--- config.mk ---
export PLATFORM = sky130hd
export DESIGN_NAME = cam_capture_win
export DESIGN_NICKNAME = d
export VERILOG_FILES = /design/src/rtl/cam_capture_win.sv
export SDC_FILE = /design/constraint.sdc
export NUM_CORES = 1
export LEC_CHECK = 0
export BUFFER_PORTS_ARGS = -buffer_cell sky130_fd_sc_hd__buf_2
export CORE_AREA = 3 3 102 142
export CTS_CLUSTER_SIZE = 10
export DETAILED_ROUTE_END_ITERATION = 16
export DIE_AREA = 0 0 105 145
export HOLD_SLACK_MARGIN = 0.15
export PLACE_DENSITY = 0.48
export SLEW_MARGIN = 15
export SYNTH_ARGS = -nofsm -noshare
export SYNTH_HDL_FRONTEND = slang
export SYNTH_SLANG_ARGS = --single-unit
--- constraint.sdc ---
create_clock -name i_pclk -period 2.55 [get_ports i_pclk]
set_clock_uncertainty 0.1 [all_clocks]
set_input_delay 0.51 -clock i_pclk [delete_from_list [all_inputs] [get_ports i_pclk]]
set_output_delay 0.51 -clock i_pclk [all_outputs]
set_load 0.01 [all_outputs]
--- src/rtl/cam_capture_win.sv ---
// OV7670 byte-pair pixel capture in the pixel-clock domain: pairs bytes into
// RGB444/RGB565 pixels, optionally decimates 2x, and emits linear frame-buffer writes.
module cam_capture_win #(
    parameter int unsigned FMT      = 0,
    parameter int unsigned H_ACTIVE = 640,
    parameter int unsigned V_ACTIVE = 480,
    parameter int unsigned DECIM    = 1,
    parameter int unsigned ADDR_W   = 19
) (
    input  logic              i_pclk,
    input  logic              i_rst_n,
    input  logic              i_vsync,
    input  logic              i_href,
    input  logic [7:0]        i_D,
    input  logic              i_cam_done,
    output logic [ADDR_W-1:0] o_pix_addr,
    output logic [15:0]       o_pix_data,
    output logic              o_wren,
    output logic              o_frame_done,
    output logic [7:0]        o_frame_cnt,
    output logic              o_line_err,
    output logic              o_ovf_err
);

    localparam int unsigned LINE_BYTES = 2 * H_ACTIVE;
    localparam int unsigned BC_W       = $clog2(LINE_BYTES + 2);
    localparam int unsigned PX_W       = $clog2(H_ACTIVE + 1) + 1;
    localparam int unsigned LN_W       = $clog2(V_ACTIVE + 1) + 1;
    localparam int unsigned AC_W       = ADDR_W + 1;
    localparam int unsigned MAX_PIX    = (H_ACTIVE / DECIM) * (V_ACTIVE / DECIM);

    typedef enum logic [1:0] {
        ST_WAIT = 2'd0,
        ST_IDLE = 2'd1,
        ST_DATA = 2'd2
    } state_t;

    state_t          state, next_state;
    logic            vs_r1, vs_r2;
    logic            href_d;
    logic            phase;
    logic [7:0]      hi_byte;
    logic [BC_W-1:0] byte_cnt;
    logic [PX_W-1:0] px_idx;
    logic [LN_W-1:0] line_idx;
    logic [AC_W-1:0] addr;

    logic            vs_fall_c, vs_rise_c;
    logic            start_c, end_c;
    logic            line_end_c;
    logic            keep_c, full_c;
    logic [BC_W-1:0] byte_inc_c, line_bytes_c;
    logic [15:0]     pix_c;

    assign vs_fall_c = !vs_r1 && vs_r2;
    assign vs_rise_c = vs_r1 && !vs_r2;

    // Frame sequencing: configuration gate, blanking, active frame
    always_comb begin
        next_state = state;
        start_c    = 1'b0;
        end_c      = 1'b0;
        case (state)
            ST_WAIT: if (vs_fall_c && i_cam_done) next_state = ST_IDLE;
            ST_IDLE: if (vs_fall_c) begin
                next_state = ST_DATA;
                start_c    = 1'b1;
            end
            ST_DATA: if (vs_rise_c) begin
                next_state = ST_IDLE;
                end_c      = 1'b1;
            end
            default: next_state = ST_WAIT;
        endcase
    end

    // Vsync rising while href is still high closes the line as well
    assign line_end_c   = (state == ST_DATA) && href_d && (!i_href || vs_rise_c);
    assign byte_inc_c   = (byte_cnt == '1) ? byte_cnt : byte_cnt + BC_W'(1);
    assign line_bytes_c = i_href ? byte_inc_c : byte_cnt;
    assign keep_c       = (DECIM == 1) || (!px_idx[0] && !line_idx[0]);
    assign full_c       = (addr == AC_W'(MAX_PIX));
    assign pix_c        = (FMT == 1) ? {hi_byte, i_D} : {4'b0000, hi_byte[3:0], i_D};

    always_ff @(posedge i_pclk or negedge i_rst_n) begin
        if (!i_rst_n) state <= ST_WAIT;
        else          state <= next_state;
    end

    // Byte pairing, decimation, addressing and per-frame status
    always_ff @(posedge i_pclk or negedge i_rst_n) begin
        if (!i_rst_n) begin
            vs_r1        <= 1'b0;
            vs_r2        <= 1'b0;
            href_d       <= 1'b0;
            phase        <= 1'b0;
            hi_byte      <= 8'd0;
            byte_cnt     <= '0;
            px_idx       <= '0;
            line_idx     <= '0;
            addr         <= '0;
            o_pix_addr   <= '0;
            o_pix_data   <= 16'd0;
            o_wren       <= 1'b0;
            o_frame_done <= 1'b0;
            o_frame_cnt  <= 8'd0;
            o_line_err   <= 1'b0;
            o_ovf_err    <= 1'b0;
        end else begin
            vs_r1        <= i_vsync;
            vs_r2        <= vs_r1;
            href_d       <= i_href;
            o_wren       <= 1'b0;
            o_frame_done <= 1'b0;
            if (start_c) begin
                addr       <= '0;
                byte_cnt   <= '0;
                px_idx     <= '0;
                line_idx   <= '0;
                phase      <= 1'b0;
                o_line_err <= 1'b0;
                o_ovf_err  <= 1'b0;
            end else if (state == ST_DATA) begin
                if (i_href) begin
                    byte_cnt <= byte_inc_c;
                    phase    <= ~phase;
                    if (!phase) begin
                        hi_byte <= i_D;
                    end else begin
                        px_idx <= px_idx + PX_W'(1);
                        if (keep_c) begin
                            if (full_c) begin
                                o_ovf_err <= 1'b1;
                            end else begin
                                o_wren     <= 1'b1;
                                o_pix_data <= pix_c;
                                o_pix_addr <= addr[ADDR_W-1:0];
                                addr       <= addr + AC_W'(1);
                            end
                        end
                    end
                end
                // A dangling high byte is dropped by forcing the phase back to 0
                if (line_end_c) begin
                    phase    <= 1'b0;
                    byte_cnt <= '0;
                    px_idx   <= '0;
                    line_idx <= line_idx + LN_W'(1);
                    if (line_bytes_c != BC_W'(LINE_BYTES)) o_line_err <= 1'b1;
                end
                if (end_c) begin
                    o_frame_done <= 1'b1;
                    o_frame_cnt  <= o_frame_cnt + 8'd1;
                end
            end
        end
    end

endmodule
# --- Word-level counts from Yosys, hierarchy flattened ---
# Cells that the tools add are included.
word_totals:
  wordCells: 94
  mem_count: 0
  regBits: 84
  latchBits: 0
  mem_bits_rw: 0
  romBits: 0
op_classes:
  mul: 0
  magnitude_cmp: 0
  n_addsub: 3
  n_div: 0
  mux: 39
  eq_ne: 9
  shift: 0
  reduce_logical: 25
  n_bitwise: 3
ops:
  columns: ["op", "count"]
  rows:
  - ["2-to-1 mux 20 bit", 5]
  - ["2-to-1 mux 11 bit", 5]
  - ["2-to-1 mux 1 bit", 25]
  - ["adder 20 x 1 -> 20 bit (second input constant)", 1]
  - ["== test 20 x 19 -> 1 bit (second input constant)", 1]
  - ["AND reduction 4 bit", 3]
  - ["nonzero test 2 bit", 6]
  - ["adder 11 x 1 -> 11 bit (second input constant)", 1]
  - ["== test 11 bit (second input constant)", 1]
  - ["inequality test 11 bit (second input constant)", 1]
  - ["AND reduction 3 bit", 3]
  - ["adder 8 x 1 -> 8 bit (second input constant)", 1]
  - ["inequality test 2 bit (second input constant)", 4]
  - ["2-to-1 mux 2 bit", 3]
  - ["case mux 2 bit (3 select lines)", 1]
  - ["logical AND 1 bit", 5]
  - ["AND reduction 5 bit", 1]
  - ["logical NOT 1 bit", 3]
  - ["inverter 1 bit", 3]
  - ["nonzero test 3 bit", 1]
  - ["== test 2 x 1 -> 1 bit (second input constant)", 1]
  - ["== test 2 bit (second input constant)", 1]
  - ["logical NOT 2 bit", 1]
  - ["AND reduction 2 bit", 1]
  - ["logical OR 1 bit", 1]

# --- Logic depth before layout (Yosys ltp) ---
depth:
  word_depth: 8
  depth_mapped: 9
  ltp_nobuf: 9

# --- Worst setup path after synthesis ---
# OpenSTA, ideal clock, no wires.
synth_path:
  path_type: "register -> register"
  start: "register byte_cnt[0]"
  end: "register o_line_err"
  slack_ps: 182
  path_stages_with_launch: 9
  t_arrival_ps: 2132
  path_cell_list: "dfrtp_1 ha_1 nand3_2 o41a_1 buf_6 and3_4 or4b_1 nand3_1 a41oi_2"
synth_via:
  elab_chain_cells: 6
  word_cells_on_any_way: 7
synth_rtl:
  columns: ["element", "line_no", "rtl"]
  rows:
  - ["from (decl)", "43", "logic [BC_W-1:0] byte_cnt;"]
  - ["from (signal assigned)", "125", "byte_cnt <= byte_inc_c;"]
  - ["adder 11 x 1 -> 11 bit or == test 11 bit (tied branches)", "79", "assign byte_inc_c = (byte_cnt == '1) ? byte_cnt : byte_cnt + BC_W'(1);"]
  - ["2-to-1 mux 11 bit", "79", null]
  - ["2-to-1 mux 11 bit *", null, null]
  - ["inequality test 11 bit *", "149", "if (line_bytes_c != BC_W'(LINE_BYTES)) o_line_err <= 1'b1;"]
  - ["nonzero test 2 bit (no source line) *", null, null]
  - ["AND reduction 3 bit (no source line) *", null, null]
  - ["to (signal assigned)", "107", "o_line_err <= 1'b0;"]
  - ["to (signal assigned)", "121", "o_line_err <= 1'b0;"]
  - ["to (signal assigned)", "149", null]
  - ["to (decl)", "21", "output logic o_line_err,"]
# Mark *: on every way between the ends. The rest lies on a longest branch, timed or not.
# A chain may end at the register's enable or synchronous reset.

# --- Final worst setup path ---
# Same ends and word-level chain as after synthesis.

==> out/qor.csv <==
stage,metric,value,unit
clock_network,CTS Buffer Depth,2,
finish,layout cells sized above 1,0.262,
setup_path,RR Endpoint,o_line_err,
floorplanning,Die Height,145,um
finish,ANT cells,0,
global_routing,largest net degree at the start of global routing,44,
logic_synthesis,Synth cell types,52,
power_and_ir_drop,Sw Ratio,0.307,
timing,normalized max-slew margin,0.617,
setup_path,CP Capture Point,o_line_err,
power_and_ir_drop,Combinational Power Share,0.217,
power_and_ir_drop,leak pwr,2.25,nW
clock_network,htree depth,3,
timing,Tmin final,2.37,ns
logic_synthesis,Mapped Area,3950,um^2
placement,RePlAce Congestion,0.858,
run,max_cap viols,0,
setup_path,flop2flop setup slack,0.18,ns
logic_synthesis,Synth Warn #,0,
finish,non-filler cells in the finished layout,632,
placement,pre-CTS setup slack,0.152,ns
global_routing,gr ovfl total,0,
global_routing,GRT Resource Usage Total,0.122,
placement,port bufs,55,
clock_network,CTS buffer count,9,
clock_network,Worst-Skew Late Latency,0.33,ns
timing,Final Hold Viols,0,
power_and_ir_drop,VDD IR max,0.457,mV
floorplanning,I/O pins,60,
global_routing,first-pass GRT wire length,15000,um
global_routing,antenna violations before repair,0,
timing,final worst slack,0.177,ns
power_and_ir_drop,internal power,0.00272,W
logic_synthesis,"Top FF cell, synth",dfrtp_1,
power_and_ir_drop,Cell Pwr Density,823,nW/um^2
logic_synthesis,"EDFF count, synth",0,
timing,unrepaired setup endpoints after global routing,false,
placement,post-DP HPWL,6180,um
routing,Iteration-0 DRC Markers,208,
clock_network,clock slew at reported path FFs,0.06,ns
logic_synthesis,Synth top area share,0.532,
logic_synthesis,post-synthesis async set-or-reset flop share,1.00,
setup_path,CP Data Required Time,2.65,ns
run_status,outcome,finished clean,
clock_network,CTS tree,done,
setup_path,kind of critical path,flip-flop to flip-flop,
logic_synthesis,synthesized area per cell,10.4,um^2
power_and_ir_drop,clock power share,0.311,
timing,period utilization,0.931,
routing,Vias,2927,
setup_path,Crit Path Max Fanout,7,
finish,Multi-input gate area,1700,um^2
finish,"Design Area, Final",4780,um^2
routing,routed len/inst,13.8,um
setup_path,crit path launch,byte_cnt[0],
power_and_ir_drop,Tot Pwr,0.00393,W
logic_synthesis,register area share after synthesis,0.532,
logic_synthesis,synthesized flop and latch total,84,
finish,synth-to-layout area growth,20.8,%
logic_synthesis,Synth area leader,dfrtp_1,
floorplanning,Std-Cell Rows,50,
finish,Sequential Area,2100,um^2
timing,TNS Setup,0,ns
setup_path,Worst Setup Start Kind,flip-flop,
power_and_ir_drop,sequential power share,0.472,
timing,FMAX,421,MHz
routing,Antenna Nets Post-Route,0,
placement,placed cells,616,
setup_path,Worst setup EP type,flip-flop,
floorplanning,initial core utilization,0.295,
timing,slew of the pin with the lowest slew margin,0.575,ns
setup_path,Critical Path AT,2.48,ns
logic_synthesis,synth top area cells,"dfrtp_1 53%, mux2_2 5.7%, xnor2_1 5.3%",
logic_synthesis,Mapped Cells,380,
clock_network,clock sink total,84,
placement,placed cell areas,4480,um^2
global_routing,number of global-route vias before repair,2900,
finish,final-stage net count,463,
floorplanning,core box area,13400,um^2
routing,Avg Vias per Cell,4.63,
floorplanning,Die X,105,um
routing,First-pass DRT Iterations,4,
clock_network,clock root buffer,clkbuf_16,
routing,Post-Route WL,8700,um
finish,fill cell count,1395,
setup_path,RR Startpoint,byte_cnt[0],
timing,fin. max-slew vios,0,
setup_path,R2R cell count,7,
timing,Setup-failing EPs final,0,
routing,Remaining DRCs,0,
power_and_ir_drop,Sw Pwr,0.00121,W
hold_path,type of the most critical hold path,input pin to flip-flop,
floorplanning,DIE AREA,15200,um^2
[stage by stage]
stage                     utilization  hold WS, ns
after CTS                       0.357        0.160
after global routing            0.357        0.164
after detailed placement        0.335        0.315
final                           0.357        0.181
after floorplan                     -        0.114
after global placement          0.335        0.311
[synthesized netlist by cell type, types with 2 or more instances]
cell and number:
dfrtp_1 84, nand2_1 55, nor2_1 34, xnor2_1 24, o21ai_0 23, mux2_2 20
nand3_1 13, a21oi_1 11, nand4_1 10, a211oi_1 9, inv_1 9, clkbuf_1 8
nor3_1 8, o31ai_1 7, buf_4 5, a31oi_1 4, buf_2 4, ha_1 4
or3_1 4, nor3b_1 3, nor4_1 3, a22o_1 2, and3_1 2, buf_6 2
nand2b_1 2, nor2b_1 2, or3b_2 2, xor2_1 2
[power groups by stage]
| stage | registers, W | logic [W] | clock network [W] |
|---|---|---|---|
| 2_1_floorplan | 0.00190 | 0.000464 | 0 |
| 3_3_place_gp | 0.00187 | 0.000854 | 0 |
| 3_5_place_dp | 0.00188 | 0.000872 | 0 |
| 4_1_cts | 0.00186 | 0.000877 | 0.00127 |
| 5_1_grt | 0.00191 | 0.000968 | 0.00133 |
| 6_report | 0.00185 | 0.000854 | 0.00122 |
[registers in the layout, indices dropped and copies added (netlist names), 2 cells and up]
| register | count |
|---|---|
| addr | 20 |
| o_pix_addr | 19 |
| o_pix_data | 12 |
| byte_cnt | 11 |
| o_frame_cnt | 8 |
| hi_byte | 4 |
| state | 2 |
[worst min path at each step]
stage | slack [ns] | endpoint | depth (start not counted) | from
floorplan | 0.11 | addr[0] | 0 | i_rst_n
detailed placement | 0.32 | vs_r2 | 0 | vs_r1
CTS | 0.16 | vs_r1 | 1 | i_vsync
global placement | 0.31 | vs_r2 | 0 | vs_r1
global route | 0.16 | vs_r1 | 1 | i_vsync
finish | 0.18 | vs_r1 | 1 | i_vsync
[cell type report]
| cell class | count | share of cell area |
|---|---|---|
| inverters | 10 | 0.00786 |
| multi-input cells | 269 | 0.355 |
| clock inverters | 3 | 0.00472 |
| flip-flops and latches | 84 | 0.440 |
| repair buffers | 72 | 0.0906 |
| well taps | 182 | 0.0477 |
| clock buffers | 12 | 0.0537 |
[per-layer routing]
metal / vias to the layer above / global-route usage / routed length [um]
met2: 52 / 0.191 / 4120
li1: 1451 / - / -
met1: 1410 / 0.159 / 4080
met3: 14 / 0.0289 / 299
met4: 0 / 0.0538 / 203
met5: - / 0 / 0
[placed cells by master, fill, tap and decap left out, drive strengths merged, types with 3 or more instances in the layout]
cell / n
nor3: 8
o31ai: 7
nand4: 11
xnor2: 24
nor3b: 3
buf: 71
dfrtp: 84
and3: 4
ha: 4
inv: 10
o21ai: 23
clkbuf: 12
mux2: 20
a211oi: 9
nand2: 55
nand3: 14
nor2: 34
nor4: 3
conb: 4
clkinv: 3
or3: 4
a31oi: 4
a21oi: 11
[critical path, stage by stage, from the launching register on]
cell and delay, ns:
dfrtp_1 0.44, ha_2 0.26, nand3_2 0.14, o41a_1 0.46
and3_4 0.20, or4b_1 0.46, nand3_1 0.10, a41oi_2 0.09
[repair_timing]
action | in CTS | in global routing
hold endpoints to repair | 41 | 0
setup endpoints to repair | 0 | 1
setup buffers | 0 | 0
hold buffers | 1 | 0
resized for setup | 0 | 1
[kinds of logic (layout without fill, tap and decap cells)]
family	after synthesis	in the layout	synth area share
flops	84	84	0.532
compound gates	66	66	0.111
xor+xnor	26	26	0.0576
other cells	1	4	0.000949
mux	20	20	0.0570
fa+ha+maj	4	4	0.0127
simple gates	149	149	0.183
buf+inv	30	97	0.0456
Note: power is estimated with default switching activity, not from simulation.
